===== src/rtl/mem_arbiter.sv =====
// mem_arbiter -- shares one single-ported, byte-addressed unified memory
// between the instruction-fetch port (if_*) and the data load/store port (d_*).
//
// Optional feature macro: MEM_ARB_FAIRNESS_EN
//   undefined : fixed data priority (fetch may starve under continuous d_req)
//   defined   : after MAX_DATA_RUN consecutive data grants with fetch waiting,
//               fetch wins the next arbitration
//
// Ports:
//   clock, reset          : rising-edge clock, synchronous active-high reset
//   if_req/if_addr        : fetch request (held until if_gnt) and byte address
//   if_gnt                : one-cycle fetch grant (address captured on this edge)
//   if_rvalid/if_rdata    : one-cycle fetch response pulse and instruction word
//   d_req/d_we/d_addr/d_wdata : data request, store flag, byte address, store data
//   d_gnt                 : one-cycle data grant
//   d_rvalid/d_rdata      : one-cycle data response; for stores, pre-write contents
//   mem_addr/mem_wen/mem_wdata : memory address, write enable, write data
//   mem_rdata             : combinational memory read of mem_addr
//
// Timing: grant in cycle N, memory access in N+1, rvalid in N+2. The RESP
// cycle also arbitrates, giving one access every 2 cycles back-to-back.
module mem_arbiter #(
   parameter int unsigned ADDR_W       = 32,
   parameter int unsigned DATA_W       = 32,
   parameter int unsigned MAX_DATA_RUN = 4
) (
   input  logic              clock,
   input  logic              reset,
   input  logic              if_req,
   input  logic [ADDR_W-1:0] if_addr,
   output logic              if_gnt,
   output logic              if_rvalid,
   output logic [DATA_W-1:0] if_rdata,
   input  logic              d_req,
   input  logic              d_we,
   input  logic [ADDR_W-1:0] d_addr,
   input  logic [DATA_W-1:0] d_wdata,
   output logic              d_gnt,
   output logic              d_rvalid,
   output logic [DATA_W-1:0] d_rdata,
   output logic [ADDR_W-1:0] mem_addr,
   output logic              mem_wen,
   output logic [DATA_W-1:0] mem_wdata,
   input  logic [DATA_W-1:0] mem_rdata
);

   typedef enum logic [1:0] {IDLE, ACCESS, RESP} state_e;

   state_e            state_q, state_d;
   logic [ADDR_W-1:0] addr_q, addr_d;
   logic [DATA_W-1:0] wdata_q, wdata_d;
   logic              we_q, we_d;
   logic              sel_d_q, sel_d_d;      // 1: current access belongs to data port
   logic              if_rvalid_q, if_rvalid_d;
   logic              d_rvalid_q, d_rvalid_d;
   logic [DATA_W-1:0] if_rdata_q, if_rdata_d;
   logic [DATA_W-1:0] d_rdata_q, d_rdata_d;
   logic              grant_if, grant_d;
   logic              fetch_first;
`ifdef MEM_ARB_FAIRNESS_EN
   logic [3:0]        run_cnt_q, run_cnt_d;
`endif

   always_comb begin
      state_d     = state_q;
      addr_d      = addr_q;
      wdata_d     = wdata_q;
      we_d        = we_q;
      sel_d_d     = sel_d_q;
      if_rvalid_d = 1'b0;
      d_rvalid_d  = 1'b0;
      if_rdata_d  = if_rdata_q;
      d_rdata_d   = d_rdata_q;
      grant_if    = 1'b0;
      grant_d     = 1'b0;
      fetch_first = 1'b0;
`ifdef MEM_ARB_FAIRNESS_EN
      run_cnt_d   = run_cnt_q;
      fetch_first = (run_cnt_q == 4'(MAX_DATA_RUN));
`endif
      case (state_q)
         IDLE, RESP: begin
            // Grants are suppressed while reset is asserted so no handshake
            // completes that the register reset would then discard.
            if (!reset) begin
               if (d_req && !(fetch_first && if_req)) begin
                  grant_d = 1'b1;
               end else if (if_req) begin
                  grant_if = 1'b1;
               end
            end
            if (grant_d) begin
               addr_d  = d_addr;
               wdata_d = d_wdata;
               we_d    = d_we;
               sel_d_d = 1'b1;
               state_d = ACCESS;
            end else if (grant_if) begin
               addr_d  = if_addr;
               we_d    = 1'b0;
               sel_d_d = 1'b0;
               state_d = ACCESS;
            end else begin
               state_d = IDLE;
            end
`ifdef MEM_ARB_FAIRNESS_EN
            if (grant_if || !if_req) begin
               run_cnt_d = '0;
            end else if (grant_d) begin
               run_cnt_d = run_cnt_q + 4'd1;
            end
`endif
         end
         ACCESS: begin
            if (sel_d_q) begin
               d_rdata_d  = mem_rdata;
               d_rvalid_d = 1'b1;
            end else begin
               if_rdata_d  = mem_rdata;
               if_rvalid_d = 1'b1;
            end
            state_d = RESP;
         end
         default: state_d = IDLE;
      endcase
   end

   always_ff @(posedge clock) begin
      if (reset) begin
         state_q     <= IDLE;
         addr_q      <= '0;
         wdata_q     <= '0;
         we_q        <= 1'b0;
         sel_d_q     <= 1'b0;
         if_rvalid_q <= 1'b0;
         d_rvalid_q  <= 1'b0;
         if_rdata_q  <= '0;
         d_rdata_q   <= '0;
`ifdef MEM_ARB_FAIRNESS_EN
         run_cnt_q   <= '0;
`endif
      end else begin
         state_q     <= state_d;
         addr_q      <= addr_d;
         wdata_q     <= wdata_d;
         we_q        <= we_d;
         sel_d_q     <= sel_d_d;
         if_rvalid_q <= if_rvalid_d;
         d_rvalid_q  <= d_rvalid_d;
         if_rdata_q  <= if_rdata_d;
         d_rdata_q   <= d_rdata_d;
`ifdef MEM_ARB_FAIRNESS_EN
         run_cnt_q   <= run_cnt_d;
`endif
      end
   end

   // The latched address/data only change on the edge entering ACCESS, so
   // driving them straight out holds the last value in the other states.
   assign mem_addr  = addr_q;
   assign mem_wdata = wdata_q;
   assign mem_wen   = (state_q == ACCESS) && we_q && !reset;

   assign if_gnt    = grant_if;
   assign d_gnt     = grant_d;
   assign if_rvalid = if_rvalid_q;
   assign d_rvalid  = d_rvalid_q;
   assign if_rdata  = if_rdata_q;
   assign d_rdata   = d_rdata_q;

endmodule


===== config.mk =====
export PLATFORM = sky130hd
export DESIGN_NAME = mem_arbiter
export DESIGN_NICKNAME = d
export VERILOG_FILES = /design/src/rtl/mem_arbiter.sv
export SDC_FILE = /design/constraint.sdc
export NUM_CORES = 1
export LEC_CHECK = 0
export BUFFER_PORTS_ARGS = -buffer_cell sky130_fd_sc_hd__buf_2
export CAP_MARGIN = 10
export CELL_PAD_IN_SITES_DETAIL_PLACEMENT = 0
export CELL_PAD_IN_SITES_GLOBAL_PLACEMENT = 1
export CORE_ASPECT_RATIO = 1.5
export CORE_MARGIN = 4
export CORE_UTILIZATION = 34
export DETAILED_ROUTE_END_ITERATION = 8
export PLACE_DENSITY = 0.92
export SLEW_MARGIN = 30
export SYNTH_ARGS = -nofsm -noshare
export SYNTH_HDL_FRONTEND = slang
export SYNTH_SLANG_ARGS = --single-unit
export TNS_END_PERCENT = 30

===== constraint.sdc =====
create_clock -name clock -period 2.1 [get_ports clock]
set_input_delay 0.42 -clock clock [delete_from_list [all_inputs] [get_ports clock]]
set_output_delay 0.42 -clock clock [all_outputs]
set_load 0.01 [all_outputs]

### After elaboration in Yosys (flattened, before gate mapping)

Index checks and enable logic that the tools add are counted.

* add/sub/neg operators: 0
* multipliers: 0
* divide/modulo/power cells: 0
* order comparisons: 0
* equal/unequal tests: 2
* shifts and indexed selects: 0
* multiplexer cells: 19
* bitwise gates (word level): 2
* reductions and logical operators: 11

Operator list (number)
* $mux 32: 2
* $mux 1: 16
* $reduce_and 2->1: 4
* $pmux 2 s2: 1
* $reduce_or 2->1: 2
* $eq 2x1->1 const B: 1
* $eq 2x2->1 const B: 1
* $logic_and 1x1->1: 2
* $logic_not 2->1: 1
* $not 1->1: 2
* $reduce_bool 2->1: 1
* $logic_not 1->1: 1

* register bits: 134
* bits in latches: 0
* RAM bits: 0
* bits in read-only memories: 0
* input bits: 133
* output and inout port bits: 133
* word-level logic and storage cells: 43
* memories: 0

### Logic depth before layout (Yosys ltp)

Gate-level depths: netlist of the first run.

* depth in word-level cells: 7
* depth in mapped cells: 7

### Least setup slack after synthesis of the first run

Ideal clock, no wire load.

* path type: input -> output
* start point: input port reset
* end point: output port d_gnt
* arrival time: 1.261 ns
* data required time: 1.680 ns
* slack: 0.419 ns
* cell stages on the path: 4
* buffers on the path: 3
* cell sequence: buf_2 > nor3b_1 > buf_2 > buf_2

* word-level cells in the longest chain between the ends: 3

Ends and longest elaborated chain
* start, declared: RTL line 28 `input logic reset,`
* $mux 1: RTL line 85 `if (!reset) begin`
* $mux 1 (2 in series): RTL line 81 `case (state_q)`
* end, declared: RTL line 38 `output logic d_gnt,`

Every way passes these cells. The select of a mux whose other input is x is not followed.

### Worst setup path in the final report of the first run

* start point: register state_q[0]
* end point: output port mem_wen

* word-level cells in the longest chain between the ends: 3

Ends and longest elaborated chain
* start, declared: RTL line 49 `state_e state_q, state_d;`
* start signal, assigned: RTL line 143 `state_q <= state_d;`
* $eq 2x1->1: RTL line 162 `assign mem_wen = (state_q == ACCESS) && we_q && !reset;`
* $logic_and 1x1->1 (2 in series): RTL line 162
* end, declared: RTL line 42 `output logic mem_wen,`

Every way passes these cells.

==> results of run 1 <==
-- tightest hold or removal path: stages --
cell,delay (ns)
buf_2,0.07
nand2_1,0.04
o21ai_1,0.05
-- area by class of cell --
cell class | count | area (µm²) | area share
Timing Repair Buffer | 280 | 1441 | 0.1972
Sequential cell | 134 | 2684 | 0.3671
Clock inverter | 11 | 197.7 | 0.02704
Clock buffer | 21 | 450.4 | 0.06161
Tap cell | 199 | 249.0 | 0.03406
Multi-Input combinational cell | 402 | 2288 | 0.3130
-- cells by family (layout without fill, tap and decap cells) --
family                 Yosys count  count (layout)  synth area share
AND/OR/NAND/NOR                207             207            0.1745
flip-flops                     134             134            0.5153
buffers and inverters           52             312           0.04734
multiplexers                    32              32           0.06152
AO/OA/AOI/OAI                  163             163            0.2014
-- state kept, by name (all words and copies together), names as in the netlist --
signal / cells
d_rdata: 32
d_rvalid: 1
if_rdata: 32
if_rvalid: 1
mem_addr: 32
mem_wdata: 32
sel_d_q: 1
state_q: 2
we_q: 1
-- what timing repair did --
action | CTS | global route
setup endpoints to repair | 0 | 1
endpoints found under the hold margin | 0 | 0
resized for setup | 0 | 1
hold buffers | 0 | 0
setup buffers | 0 | 0
-- per-stage QoR --
step / instances / worst slack, ns
after floorplan: 588 / 0.4186
after global placement: 1015 / 0.4292
after detailed placement: 1015 / 0.4267
after CTS: 1047 / 0.1551
after global routing: 1047 / 0.1146
final: 1047 / 0.3123
-- power by group --
group	switching, mW	internal, mW	leakage, nW
Combinational	0.492	0.371	1.94
Clock	1.10	2.15	0.312
Sequential	0.0833	2.70	1.10
Total	1.68	5.22	3.34
-- layer usage --
metal / GRT usage / wire length [µm]
met4: 0.06720 / 317
met5: 0 / 0
met2: 0.3112 / 8242
met3: 0.04868 / 960
met1: 0.2072 / 6112
-- path summary, 6_finish.rpt --
| check | from | end | slack, ns |
|---|---|---|---|
| min reg2reg | d_rdata[21] | d_rdata[21] | 0.45 |
| min | d_wdata[12] | mem_wdata[12] | 0.21 |
| max | state_q[0] | mem_wen | 0.31 |
| max reg2reg | sel_d_q | d_rdata[28] | 0.71 |
-- placed cells by master, fill, tap and decap left out --
cell	synthesis	layout
or3b_1	1	1
and3b_1	1	1
clkinvlp_4	0	1
a211oi_1	3	3
nand2_1	160	160
buf_4	0	16
nand3b_1	1	1
a211oi_2	29	29
nor3b_4	0	1
bufinv_16	0	5
nor2_1	2	2
nor3b_2	1	1
mux2i_1	32	32
clkinv_2	0	1
o21bai_1	1	1
a21bo_2	1	1
dfxtp_1	134	133
nand3_1	1	1
inv_6	0	1
nor4b_1	1	1
buf_2	11	264
or2_1	1	1
o21ai_1	32	32
and2_1	1	1
nand2b_1	33	33
clkbuf_16	0	17
nor3b_1	2	1
nor2_2	1	1
clkinv_4	0	3
clkbuf_1	33	3
dfxtp_2	0	1
clkbuf_8	0	1
and2_4	1	1
a21oi_1	97	97
==> flow_summary.yaml, run 1 <==
run_status:
  status: "completed"
worst_setup_path:
  reg2regPathDepth: 4
  slowest_delay_ns: 0.43
  critPathKind: "flop to output pin"
  crit_buf_inv: 1
  cp_slowest_cell: "dfxtp_2"
  crit_cells: 3
  cp.arrival_ns: 1.37
  cp-end-kind: "output pin"
  critPathTopFamily: "flip-flops"
  startpoint_type: "flop"
  crit_fanout: 8
  worstPathCellList: "nor3b_1, and2_1, buf_2"
  required_ns: 1.68
timing:
  maxSlewViolCount: 0
  fin_crit_ns: 1.788
  max_freq_mhz: 559.4
  hold_slack_ns: 0.2098
  setup_violations: 0
  skew_ns: 0.009454
  fin_crit_sh: 0.8513
  maxSlewHeadroom: 0.6494
  hold_violations: 0
  rsz0062_at_grt: "no"
  worst_slew_pin_slew_ns: 0.5259
  tns_ns: 0
logic_synthesis:
  yosys_warnings: 0
  async_flop_share: 0
  ys_ff_latch: 134
  synth_area_um2: 5206
  yosysSeqAreaShare: 0.5153
  synthFlopType: "dfxtp_1"
  synth_nets: 721
  synth_top_area_cell: "dfxtp_1"
  avgSynthCellArea_um2: 8.854
  synth_top_cell_area_share: 0.5153
  synth_area_leaders: "dfxtp_1, nand2_1, a21oi_1"
  synth_commonest_cells: "nand2_1, dfxtp_1, a21oi_1"
  yosysMostFrequentCell: "nand2_1"
  synth-edff-count: 0
  postSynthCellCount: 588
  synthDistinctLibCells: 26
die:
  start_util: 0.3455
  coreArea_um2: 15070
  ios: 266
  fp.dieH_um: 159.6
  die_x_um: 109.0
  num_rows: 55
  die_area_um2: 17400
pwr:
  power.leakage_nw: 3.345
  vdd_drop_max_mv: 0.4908
  p_total_mw: 6.903
  powerDensity_nw_per_um2: 944.2
placed_design:
  placed_area_um2: 6661
  io_buffers: 265
  gp_congestion: 0.8260
  dp_hpwl_um: 11310
worst_hold_path:
  holdPathStages: 3
  min_path_type: "primary input to flop"
clocking:
  clockBufferDepth: 2
  cts_tree: "yes"
  clk_pin_slew_ns: 0.06
  cts_root_buf: "clkbuf_16"
  htreeDepth: 4
  numCtsBuffers: 17
  clkSinkCount: 134
  clk_latency_ns: 0.41
grt:
  grt_antenna_before_repair: 0
  grt_max_degree: 48
  gr-usage-all-layers: 0.1797
  grt-ovfl-total: 0
  grt_pass1_wl_um: 24660
  first_global_vias: 4701
drt:
  post_drt_wl_per_cell_um: 14.93
  drt-pass1-iter-count: 4
  vias: 4833
  drcViolationCount: 0
  antenna_left: 0
  drt-vias-per-instance: 4.616
  drt-total-wl_um: 15630
  drtIter0Drc: 159
layout:
  antenna_cells: 0
  area_growth_pct: 40.42
  drive_gt1_frac: 0.4057
  final_util: 0.4851
  final_cell_area_um2: 7311
  n_fill_cell: 1525
  fin_nets: 968
job:
  drv_cap: 0
Note: power is estimated with default switching activity, not from simulation.
==> run 2: changes to the inputs <==
MAX_ROUTING_LAYER = met4   (was unset)
==> run 2 against run 1 <==
Wire length increased by 0.23%. Register-to-register slack about the same. Critical path type unchanged. Non-clock buffer count unchanged. Worst setup slack got worse by 0.0014 ns.
==> flow_summary.yaml, run 2 (same netlist as run 1, synthesis figures left out) <==
drt:
  drt-pass1-iter-count: 4
  wl_met2_um: 8256
  drt-vias-per-instance: 4.655
  vias: 4874
  wl_met1_um: 6290
  drtIter0Drc: 147
  drcViolationCount: 0
  top_layer_used: "met4"
  antenna_left: 0
  met3_length_um: 828
  post_drt_wl_per_cell_um: 14.97
  drt-total-wl_um: 15670
placed_design:
  pre_cts_slack_ns: 0.4267
  dp_hpwl_um: 11310
  io_buffers: 265
  placed_area_um2: 6661
  gp_congestion: 0.8385
grt:
  gr-usage-all-layers: 0.1851
  grt_antenna_before_repair: 0
  grt_pass1_wl_um: 24650
  grt_max_degree: 48
  first_global_vias: 4700
  grt-ovfl-total: 0
run_status:
  status: "completed"
die:
  ios: 266
  coreArea_um2: 15070
  num_rows: 55
  die_area_um2: 17400
  die_x_um: 109.0
  fp.dieH_um: 159.6
  start_util: 0.3455
pwr:
  power_switching_mw: 1.684
  powerDensity_nw_per_um2: 944.7
  p_int_mw: 5.223
  comb_power_share: 0.125
  p_clk_frac: 0.471
  sw_frac_of_total: 0.2438
  vdd_drop_max_mv: 0.4926
  pwr-share-seq: 0.403
  power.leakage_nw: 3.345
clocking:
  holdBufCountCts: 0
  clkSinkCount: 134
  clk_latency_ns: 0.41
  htreeDepth: 4
  cts_tree: "yes"
  clk_pin_slew_ns: 0.06
  clockBufferDepth: 2
  cts_root_buf: "clkbuf_16"
  postCtsSetupBuffers: 0
  numCtsBuffers: 17
worst_setup_path:
  cp-end-kind: "output pin"
  startpoint_type: "flop"
  required_ns: 1.68
  critPathKind: "flop to output pin"
  crit_fanout: 8
  r2r_start: "sel_d_q"
  reg2regPathDepth: 4
  r2r_setup_slack_ns: 0.70
  cp.arrival_ns: 1.37
  reg2reg_to: "d_rdata[28]"
timing:
  maxSlewViolCount: 0
  setup_violations: 0
  fin_crit_ns: 1.789
  worst_slew_pin_slew_ns: 0.5335
  max_freq_mhz: 558.9
  fin_ws_ns: 0.3109
  maxSlewHeadroom: 0.6443
  skew_ns: 0.01215
  hold_violations: 0
  fin_crit_sh: 0.8520
  tns_ns: 0
  rsz0062_at_grt: "no"
layout:
  final_util: 0.4851
  ff_latch_area_um2: 2684
  fin_nets: 968
  multi_input_area_um2: 2288
  final_cell_mix: "buf_2, nand2_1, dfxtp_1"
  final_cell_area_um2: 7311
  n_fill_cell: 1525
  layout_commonest_cell: "buf_2"
  antenna_cells: 0
  drive_gt1_frac: 0.4057
  area_growth_pct: 40.42
worst_hold_path:
  min_path_type: "primary input to flop"
  holdPathStages: 3
  hold_end: "mem_wdata[26]"
  min-delay-start: "d_wdata[26]"
job:
  drv_cap: 0
run 2: how the worst max path moves through the flow:
stage,cells after the start,slack (ns),start,end
global placement,4,0.43,d_req,mem_addr[8]
CTS,3,0.16,state_q[0],mem_wen
finish,3,0.31,state_q[0],mem_wen
detailed placement,4,0.43,d_req,mem_addr[9]
floorplan,4,0.42,reset,d_gnt
global route,3,0.11,state_q[0],mem_wen
run 2: through the flow:
step           instances  total power [mW]  hold slack [ns]
6_report            1047             6.906           0.2051
5_1_grt             1047             7.216           0.1917
4_1_cts             1047             7.008           0.1843
3_5_place_dp        1015             3.717           0.4430
3_3_place_gp        1015             3.702           0.4387
2_1_floorplan        588             3.325           0.4717
run 2: timing repair:
item	4_1_cts	5_1_grt
endpoints found under the setup margin	0	1
hold endpoints to repair	0	0
gates resized for setup	0	1
run 2: power groups by stage:
stage               Sequential [mW]  Clock, mW  Combinational [mW]
global route                   2.81       3.46               0.950
finish                         2.79       3.26               0.863
global placement               2.83          0               0.867
CTS                            2.79       3.34               0.879
floorplan                      2.91          0               0.419
detailed placement             2.84          0               0.878
run 2: routing by layer:
metal	vias to the layer above	global-route usage
li1	2476	-
met1	2251	0.2135
met2	131	0.3118
met3	16	0.04138
met4	0	0.06376
met5	-	-
run 2: final cells by class:
type | instances | area share
clock buffers | 21 | 0.06161
well taps | 199 | 0.03406
clock inverters | 11 | 0.02704
multi-input cells | 402 | 0.3130
repair buffers | 280 | 0.1972
flip-flops and latches | 134 | 0.3671
run 2: worst max-delay path, stage by stage, from the launching register on:
cell and delay [ns]:
dfxtp_2 0.43, nor3b_1 0.26, and2_1 0.15, buf_2 0.13
==> run 3: changes to the inputs <==
CELL_PAD_IN_SITES_DETAIL_PLACEMENT = 2   (was 0)
CELL_PAD_IN_SITES_GLOBAL_PLACEMENT = 2   (was 1)
CORE_UTILIZATION = 27   (was 34)
PLACE_DENSITY = 0.94   (was 0.92)
==> run 3 against run 2 <==
Critical path depth is the same. Maximum frequency shrank 4.9%. Critical endpoint unchanged. Critical path type unchanged. Worst hold slack improved by 0.0052 ns. Flip-flop and latch count unchanged. Sequential share of layout area fell by 0.22 points. Clock skew up 0.0022 ns.
==> flow_summary.yaml, run 3 (same netlist as run 1, synthesis figures left out) <==
run_status:
  status: "completed"
drt:
  antenna_left: 0
  vias: 5239
  drcViolationCount: 0
  drt-vias-per-instance: 4.750
  drt-total-wl_um: 22290
  post_drt_wl_per_cell_um: 20.21
  drt-pass1-iter-count: 4
  drtIter0Drc: 205
timing:
  skew_ns: 0.01439
  hold_violations: 0
  maxSlewHeadroom: 0.6141
  setup_violations: 0
  maxSlewViolCount: 0
  max_freq_mhz: 531.8
  fin_ws_ns: 0.2196
  fin_crit_ns: 1.880
  worst_slew_pin_slew_ns: 0.5788
  rsz0062_at_grt: "no"
  fin_crit_sh: 0.8954
  hold_slack_ns: 0.2103
  tns_ns: 0
layout:
  stdcell_count: 1103
  final_util: 0.3918
  final_cell_mix: "buf_2, nand2_1, dfxtp_1"
  final_cell_area_um2: 7356
  fin_nets: 966
  layout_commonest_cell: "buf_2"
  area_growth_pct: 41.29
  drive_gt1_frac: 0.4050
worst_setup_path:
  cp_slowest_cell: "dfxtp_2"
  cp.arrival_ns: 1.46
  r2r_setup_slack_ns: 0.60
  slowest_delay_ns: 0.45
  worstPathCellList: "nor3b_1, and2_1, buf_2"
  crit_fanout: 8
  startpoint_type: "flop"
  cp-end-kind: "output pin"
  required_ns: 1.68
  critPathKind: "flop to output pin"
pwr:
  power.leakage_nw: 3.320
  vdd_drop_max_mv: 0.3803
  p_total_mw: 6.855
  powerDensity_nw_per_um2: 931.9
die:
  coreArea_um2: 18780
  ios: 266
  start_util: 0.2773
  die_x_um: 121.4
  die_area_um2: 21610
  num_rows: 61
  fp.dieH_um: 178.1
grt:
  gr-usage-all-layers: 0.2058
  grt_antenna_before_repair: 8
  first_global_vias: 5921
  grt-ovfl-total: 0
  grt_pass1_wl_um: 33000
  grt_max_degree: 108
placed_design:
  dp_hpwl_um: 15880
  gp_congestion: 0.7911
  pre_cts_slack_ns: 0.3584
  io_buffers: 265
  placed_area_um2: 6725
  placed_cells: 1066
clocking:
  numCtsBuffers: 17
  clockBufferDepth: 2
  clkSinkCount: 134
  htreeDepth: 4
  cts_tree: "yes"
  clk_pin_slew_ns: 0.06
  cts_root_buf: "clkbuf_16"
  clk_latency_ns: 0.41
  postCtsSetupBuffers: 0
worst_hold_path:
  min_path_type: "primary input to flop"
job:
  drv_cap: 0
run 3: path summary, 6_finish.rpt:
check,start,to,cells after the start
max reg2reg,state_q[0],if_rdata[6],4
max,state_q[0],mem_wen,3
min,d_wdata[27],mem_wdata[27],3
min reg2reg,d_rdata[3],d_rdata[3],2
run 3: per-layer routing:
metal,vias up,wire [µm],part of all wire,global-route usage
met5,-,0,0,-
met4,0,976,0.044,0.1145
met3,47,845,0.038,0.03934
met2,151,12550,0.56,0.3790
met1,2576,7917,0.36,0.1998
li1,2465,-,-,-
run 3: area by class of cell:
class                      instances  area (µm²)
timing repair buffer             278        1439
antenna                            9       22.52
clock buffer                      19       452.9
fill                            2226       11420
sequential                       134        2684
clock inverter                     9       153.9
multi-input combinational        402        2288
tap                              252       315.3
run 3: critical path, delay by kind of cell, from the launching register on:
family	cells	cell delay (ns)
DFF	1	0.45
and+or+nand+nor	2	0.47
buffers and inverters	1	0.13
run 3: report_power, final:
part           internal (mW)  switching (mW)  leakage, nW
clock network           2.02            1.11        0.293
registers               2.70          0.0935         1.10
logic                  0.372           0.556         1.93
total                   5.10            1.76         3.32
run 3: what timing repair did:
action | 4_1_cts | 5_1_grt
endpoints found under the setup margin | 0 | 1
gates resized for setup | 0 | 1
hold buffers | 0 | 0
